## src/rtl/csr_rmw_ctrl_if.sv

```systemverilog
// Bus bundle for the CSR read-modify-write sequencer: request side, storage port and write-back.
// slave is the controller's view; master is the surrounding pipeline/storage view.
interface csr_rmw_ctrl_if #(
   parameter int WIDTH  = 32,
   parameter int ADDR_W = 12
);
   logic              req_valid;
   logic              req_ready;
   logic [2:0]        funct3;
   logic [4:0]        rs1;
   logic [4:0]        rd;
   logic [ADDR_W-1:0] addr;
   logic [WIDTH-1:0]  rs1_data;
   logic [ADDR_W-1:0] csr_addr;
   logic              csr_we;
   logic [WIDTH-1:0]  csr_wdata;
   logic [WIDTH-1:0]  csr_rdata;
   logic              wb_valid;
   logic [4:0]        wb_rd;
   logic [WIDTH-1:0]  wb_data;
   logic              illegal;

   modport slave (
      input  req_valid, funct3, rs1, rd, addr, rs1_data, csr_rdata,
      output req_ready, csr_addr, csr_we, csr_wdata, wb_valid, wb_rd, wb_data, illegal
   );

   modport master (
      output req_valid, funct3, rs1, rd, addr, rs1_data, csr_rdata,
      input  req_ready, csr_addr, csr_we, csr_wdata, wb_valid, wb_rd, wb_data, illegal
   );
endinterface

```

## src/rtl/csr_rmw_ctrl.sv

```systemverilog
// Zicsr read-modify-write sequencer in front of the CSR storage block.
// One op in flight, three cycles per op; old value is returned for rd write-back.
//
//  state   | meaning
//  S_IDLE  | ready, waiting for a request
//  S_RD    | csr_addr driven, storage read in flight
//  S_WR    | old value on csr_rdata; write / write-back / illegal decoded
module csr_rmw_ctrl #(
   parameter int WIDTH  = 32,
   parameter int ADDR_W = 12
) (
   input logic           clock,
   input logic           reset,
   csr_rmw_ctrl_if.slave bus
);

   typedef enum logic [1:0] {S_IDLE, S_RD, S_WR} state_t;

   state_t            state, state_nxt;
   logic [2:0]        funct3_q;
   logic [4:0]        rs1_q;
   logic [4:0]        rd_q;
   logic [ADDR_W-1:0] addr_q;
   logic [WIDTH-1:0]  rs1_data_q;
   logic              accept;

   assign accept = (state == S_IDLE) && bus.req_valid;

   always_ff @(posedge clock) begin
      if (reset) begin
         state      <= S_IDLE;
         funct3_q   <= '0;
         rs1_q      <= '0;
         rd_q       <= '0;
         addr_q     <= '0;
         rs1_data_q <= '0;
      end else begin
         state <= state_nxt;
         if (accept) begin
            funct3_q   <= bus.funct3;
            rs1_q      <= bus.rs1;
            rd_q       <= bus.rd;
            addr_q     <= bus.addr;
            rs1_data_q <= bus.rs1_data;
         end
      end
   end

   assign bus.csr_addr = addr_q;

   logic [WIDTH-1:0] op;
   logic [WIDTH-1:0] new_val;
   logic             write_try;
   logic             is_illegal;

   always_comb begin
      state_nxt     = state;
      op            = '0;
      new_val       = '0;
      write_try     = 1'b0;
      is_illegal    = 1'b0;
      bus.req_ready = 1'b0;
      bus.csr_we    = 1'b0;
      bus.csr_wdata = '0;
      bus.wb_valid  = 1'b0;
      bus.wb_rd     = '0;
      bus.wb_data   = '0;
      bus.illegal   = 1'b0;

      op = funct3_q[2] ? {{(WIDTH-5){1'b0}}, rs1_q} : rs1_data_q;
      unique case (funct3_q[1:0])
         2'b01:   new_val = op;
         2'b10:   new_val = bus.csr_rdata | op;
         2'b11:   new_val = bus.csr_rdata & ~op;
         default: new_val = '0;
      endcase
      // RS/RC with rs1==0 (register index or uimm) is a pure read
      write_try  = (funct3_q[1:0] == 2'b01) || (rs1_q != 5'd0);
      is_illegal = (funct3_q[1:0] == 2'b00) ||
                   ((addr_q[ADDR_W-1:ADDR_W-2] == 2'b11) && write_try);

      unique case (state)
         S_IDLE: begin
            bus.req_ready = 1'b1;
            if (bus.req_valid) state_nxt = S_RD;
         end
         S_RD: state_nxt = S_WR;
         S_WR: begin
            state_nxt = S_IDLE;
            // reset in this cycle abandons the op without side effects
            if (!reset) begin
               if (is_illegal) begin
                  bus.illegal = 1'b1;
               end else begin
                  bus.csr_we    = write_try;
                  bus.csr_wdata = write_try ? new_val : '0;
                  bus.wb_valid  = (rd_q != 5'd0);
                  bus.wb_rd     = (rd_q != 5'd0) ? rd_q : 5'd0;
                  bus.wb_data   = (rd_q != 5'd0) ? bus.csr_rdata : '0;
               end
            end
         end
         default: state_nxt = S_IDLE;
      endcase
   end

endmodule

```

## src/flat_wrapper.sv

```systemverilog
// flat-port wrapper written by rule: the top's interface ports become plain ports
module csr_rmw_ctrl_flat 
#(
   parameter int WIDTH  = 32,
   parameter int ADDR_W = 12
)
  (clock, reset, bus_req_valid, bus_funct3, bus_rs1, bus_rd, bus_addr, bus_rs1_data, bus_csr_rdata, bus_req_ready, bus_csr_addr, bus_csr_we, bus_csr_wdata, bus_wb_valid, bus_wb_rd, bus_wb_data, bus_illegal);
  csr_rmw_ctrl_if #(.WIDTH(WIDTH), .ADDR_W(ADDR_W)) bus_i ();
  input logic clock;
  input logic reset;
  input wire logic [$bits(bus_i.req_valid)-1:0] bus_req_valid;
  input wire logic [$bits(bus_i.funct3)-1:0] bus_funct3;
  input wire logic [$bits(bus_i.rs1)-1:0] bus_rs1;
  input wire logic [$bits(bus_i.rd)-1:0] bus_rd;
  input wire logic [$bits(bus_i.addr)-1:0] bus_addr;
  input wire logic [$bits(bus_i.rs1_data)-1:0] bus_rs1_data;
  input wire logic [$bits(bus_i.csr_rdata)-1:0] bus_csr_rdata;
  output wire logic [$bits(bus_i.req_ready)-1:0] bus_req_ready;
  output wire logic [$bits(bus_i.csr_addr)-1:0] bus_csr_addr;
  output wire logic [$bits(bus_i.csr_we)-1:0] bus_csr_we;
  output wire logic [$bits(bus_i.csr_wdata)-1:0] bus_csr_wdata;
  output wire logic [$bits(bus_i.wb_valid)-1:0] bus_wb_valid;
  output wire logic [$bits(bus_i.wb_rd)-1:0] bus_wb_rd;
  output wire logic [$bits(bus_i.wb_data)-1:0] bus_wb_data;
  output wire logic [$bits(bus_i.illegal)-1:0] bus_illegal;
  assign bus_i.req_valid = bus_req_valid;
  assign bus_i.funct3 = bus_funct3;
  assign bus_i.rs1 = bus_rs1;
  assign bus_i.rd = bus_rd;
  assign bus_i.addr = bus_addr;
  assign bus_i.rs1_data = bus_rs1_data;
  assign bus_i.csr_rdata = bus_csr_rdata;
  assign bus_req_ready = bus_i.req_ready;
  assign bus_csr_addr = bus_i.csr_addr;
  assign bus_csr_we = bus_i.csr_we;
  assign bus_csr_wdata = bus_i.csr_wdata;
  assign bus_wb_valid = bus_i.wb_valid;
  assign bus_wb_rd = bus_i.wb_rd;
  assign bus_wb_data = bus_i.wb_data;
  assign bus_illegal = bus_i.illegal;
  csr_rmw_ctrl #(.WIDTH(WIDTH), .ADDR_W(ADDR_W)) u_core (.clock(clock), .reset(reset), .bus(bus_i));
endmodule
```

## config.mk

```make
export PLATFORM = sky130hd
export DESIGN_NAME = csr_rmw_ctrl_flat
export DESIGN_NICKNAME = d
export VERILOG_FILES = /design/src/rtl/csr_rmw_ctrl_if.sv /design/src/rtl/csr_rmw_ctrl.sv /design/src/flat_wrapper.sv
export SDC_FILE = /design/constraint.sdc
export NUM_CORES = 1
export LEC_CHECK = 0
export CAP_MARGIN = 10
export CELL_PAD_IN_SITES_DETAIL_PLACEMENT = 0
export CELL_PAD_IN_SITES_GLOBAL_PLACEMENT = 1
export CORE_MARGIN = 3
export CORE_UTILIZATION = 28
export CTS_CLUSTER_DIAMETER = 80
export DETAILED_ROUTE_END_ITERATION = 7
export PLACE_DENSITY_LB_ADDON = 0.1
export SLEW_MARGIN = 20
export SYNTH_ARGS = -nofsm -noshare
export SYNTH_HDL_FRONTEND = slang
export SYNTH_SLANG_ARGS = --single-unit
export TNS_END_PERCENT = 30
```

## constraint.sdc

```tcl
create_clock -name clock -period 4.8 [get_ports clock]
set_clock_uncertainty 0.2 [all_clocks]
set_input_delay 0.48 -clock clock [delete_from_list [all_inputs] [get_ports clock]]
set_output_delay 0.48 -clock clock [all_outputs]
set_load 0.02 [all_outputs]
```

==> flow_results.org <==
** Routing
- DRT antenna net count :: 0
- Total DRC errors in the routed layout :: 0
- Dividing the detail-routed via count by the number of cells gives 4.70.
- DR vias :: 3578
- Average wire per cell in the routed design :: 14.4 µm
- Starting DRC count in detailed routing :: 149
- After detailed routing, the total wire length is 11000 µm.
- DR pass1 iterations :: 6

** Layout
- Measured on the finished design, the core utilization comes to 0.482.
- Across the whole layout, storage elements account for 0.00118 mm².
- Commonest non-fill, non-tap cell in the layout :: sky130_fd_sc_hd__clkdlybuf4s50_1
- The filler cells instantiated in the layout total 1163.
- Number of diodes :: 0
- Nets :: 708
- Footprint of the multi-input gates :: 0.00181 mm²
- Commonest cells after routing, fill and taps aside :: sky130_fd_sc_hd__clkdlybuf4s50_1, sky130_fd_sc_hd__nand2_1, sky130_fd_sc_hd__a21oi_1, sky130_fd_sc_hd__dfxtp_1, sky130_fd_sc_hd__and2_1
- The area growth from synthesis to layout is 63.9%.
- Of the cells placed in the final design, the portion with a size suffix greater than 1 is 0.0564.

** Run
- # Max-Cap Violations :: 0

** Clocking
- CTS built an H-tree with a depth of 3.
- The longest clock path from root to sink contains 2 buffers.
- CTS saw 59 sinks.
- After clock tree synthesis, the setup repair step added 0 buffers.
- Clock tree synthesis selected as its root buffer the cell sky130_fd_sc_hd__clkbuf_16.
- TritonCTS built the clock tree.
- Clock latency on the worst-skew pair, taken at its later pin, is 0.31 ns.
- Post-CTS Resized :: 0
- Hold-fix buffer count after cts :: 0
- Total CTS buffers :: 9
- Clock-pin slew was measured on the worst setup and hold paths at 0.05 ns.

** Floorplanning
- Height of the die :: 114 µm
- The die is 114 µm wide.
- The die covers 0.0130 mm².
- The initial utilization of the core area, before any placement, comes to 0.294.
- In this run the standard cell core region covers 0.0111 mm².
- Pin placement for this block handled 177 I/O pins.
- Row generation in the floorplan step produced 38 rows.

** Critical path
- Crit end category :: output pin
- Reg-to-reg critical path startpoint :: u_core.state[1]$_SDFFE_PP0P_
- Of all nets on the critical path, the largest fanout is 33.
- For flop-to-flop paths, the worst setup slack is 2.98 ns.
- The number of cells on the worst reg-to-reg path is 4.
- The worst register-to-register path ends at u_core.rs1_q[2]$_SDFFE_PP0P_.
- STA classifies the critical path startpoint as a register.
- The setup path with the least slack is of type register to output pin.
- Data arrives at the worst endpoint at 2.95 ns.
- Critical path launch point :: u_core.funct3_q[1]$_SDFFE_PP0P_
- Crit path required time :: 4.12 ns
- The most critical setup path has its endpoint at bus_csr_wdata[26].

** Power and ir drop
- For this design the static power due to leakage is 1.86 nW.
- Power, Total :: 1.42 mW
- Dividing total power by cell area gives a power density of 265 mW/mm².
- The worst-case IR drop observed on VDD is 0.187 mV.

** Timing
- Summed over all failing endpoints, the final setup total negative slack is 0 ns.
- At the pin with the least slew margin, the transition time is 0.964 ns.
- Highest achievable clock rate :: 275 MHz
- The max-slew violation count came to 0.
- RSZ-0062 raised after global routing :: false
- The worst path in the final design needs a cycle of 3.63 ns, including I/O delays and setup.
- Worst slew margin relative to its limit :: 0.357
- Setup violations remaining at the end of the flow were counted as 0.
- Final Hold Fails :: 0
- Final critical-path share of the clock period :: 0.756

** Logic synthesis
- Count of synthesis-stage warnings from yosys :: 0
- Counting every instance in the synthesized netlist gives 462.
- Seq/Total Area, Yosys :: 0.361
- Counting every net in the synthesized netlist gives 554.
- The synthesized netlist contains 26 unique library cells.
- Post-synth design cell area :: 0.00327 mm²
- Post-synthesis average cell area :: 7.08 µm²
- After synthesis the netlist holds a flip-flop and latch count of 59.

** Global routing
- Vias in the first global route :: 3406
- Gr usage total :: 0.167
- Entering global routing, the biggest net connects 60 pins.
- Total grt overflow :: 0
- The number of antenna violations at the first check in global routing was 0.
- Wire length of the first global-routing pass :: 17600 µm

** Placement
- Post-DP HPWL :: 7470 µm
- Gpl congestion :: 0.691
- Port buffering added 176 buffers.

** Outcome
- The flow ran to the end, and the final reports show no timing, DRC or antenna violations.

** Worst hold path
- Worst hold path type :: register to register
## through the flow
step | instances | cell area, µm² | hold WS (ns) | setup WS, ns
final | 761 | 5360 | 0.256 | 1.17
after global routing | 761 | 5360 | 0.266 | 0.889
after CTS | 761 | 5360 | 0.259 | 1.05
after detailed placement | 745 | 5060 | 0.248 | 1.39
after global placement | 745 | 5060 | 0.241 | 1.42
after floorplan | 462 | 3270 | 0.234 | 2.45
## layer usage
metal / track usage / wire length, µm / vias up
li1: - / - / 1832
met1: 0.217 / 4760 / 1617
met3: 0.0412 / 781 / 10
met2: 0.279 / 5330 / 119
met4: 0.0412 / 116 / 0
met5: 0 / 0 / -
## power by group
part / internal, mW / switching (mW) / total (mW)
Clock: 0.413 / 0.223 / 0.636
Sequential: 0.521 / 0.0295 / 0.551
Combinational: 0.123 / 0.113 / 0.236
Total: 1.06 / 0.366 / 1.42
## sequential cells by signal, indices dropped and copies added, names as in the netlist
register             cells
u_core.rs1_q             5
u_core.rd_q              5
u_core.funct3_q          3
u_core.state             2
u_core.bus.csr_addr     12
u_core.rs1_data_q       32
## cell type report
| cell class | count | area share |
|---|---|---|
| multi-input cells | 337 | 0.337 |
| flip-flops and latches | 59 | 0.221 |
| inverters | 28 | 0.0196 |
| well taps | 140 | 0.0327 |
| clock buffers | 11 | 0.0453 |
| clock inverters | 5 | 0.00980 |
| repair buffers | 181 | 0.335 |
## critical path, stage by stage (launching register included)
cell and delay, ns:
sky130_fd_sc_hd__dfxtp_1 0.32, sky130_fd_sc_hd__buf_4 0.23, sky130_fd_sc_hd__nor2_1 0.08, sky130_fd_sc_hd__nand3b_1 0.24
sky130_fd_sc_hd__nand3b_2 0.74, sky130_fd_sc_hd__a21oi_1 0.36, sky130_fd_sc_hd__clkdlybuf4s50_1 0.65
## cells in the mapped netlist
master	instances	share of area
sky130_fd_sc_hd__nand2_1	122	0.14
sky130_fd_sc_hd__a21oi_1	88	0.13
sky130_fd_sc_hd__dfxtp_1	59	0.36
sky130_fd_sc_hd__and2_1	38	0.073
sky130_fd_sc_hd__inv_1	28	0.032
sky130_fd_sc_hd__nand3b_1	27	0.062
sky130_fd_sc_hd__o211ai_1	26	0.060
sky130_fd_sc_hd__clkbuf_1	20	0.023
sky130_fd_sc_hd__nor2_1	16	0.018
sky130_fd_sc_hd__buf_2	12	0.018
sky130_fd_sc_hd__mux2_2	4	0.014
sky130_fd_sc_hd__a31oi_1	3	0.0057
sky130_fd_sc_hd__buf_6	3	0.010
sky130_fd_sc_hd__buf_1	2	0.0023
sky130_fd_sc_hd__mux2i_1	2	0.0061
sky130_fd_sc_hd__nand2b_1	2	0.0038
sky130_fd_sc_hd__a2bb2oi_1	1	0.0027
sky130_fd_sc_hd__a311oi_4	1	0.0080
sky130_fd_sc_hd__buf_4	1	0.0023
sky130_fd_sc_hd__nand3_4	1	0.0054
sky130_fd_sc_hd__nand3b_2	1	0.0034
sky130_fd_sc_hd__nor2_2	1	0.0019
sky130_fd_sc_hd__nor3_4	1	0.0050
sky130_fd_sc_hd__nor3b_1	1	0.0023
sky130_fd_sc_hd__or2b_2	1	0.0027
sky130_fd_sc_hd__or4_1	1	0.0023
## how the worst min path moves through the flow
stage,startpoint,end,slack (ns),cells past startpoint
6_report,u_core.rs1_data_q[0]$_SDFFE_PP0P_,u_core.rs1_data_q[0]$_SDFFE_PP0P_,0.26,2
5_1_grt,u_core.rs1_data_q[2]$_SDFFE_PP0P_,u_core.rs1_data_q[2]$_SDFFE_PP0P_,0.27,2
4_1_cts,u_core.rs1_data_q[2]$_SDFFE_PP0P_,u_core.rs1_data_q[2]$_SDFFE_PP0P_,0.26,2
3_5_place_dp,u_core.bus.csr_addr[0]$_SDFFE_PP0P_,u_core.bus.csr_addr[0]$_SDFFE_PP0P_,0.25,2
3_3_place_gp,u_core.rs1_data_q[3]$_SDFFE_PP0P_,u_core.rs1_data_q[3]$_SDFFE_PP0P_,0.24,2
2_1_floorplan,u_core.rs1_data_q[1]$_SDFFE_PP0P_,u_core.rs1_data_q[1]$_SDFFE_PP0P_,0.23,2
## cell families (layout without fill, tap and decap cells)
group           count (synthesis)  in the layout  synth area share
compound gates                119            119             0.211
buf+inv                        66            225            0.0884
simple gates                  212            212             0.320
mux                             6              6            0.0199
flops                          59             59             0.361
(Power assumes the default switching activity.)
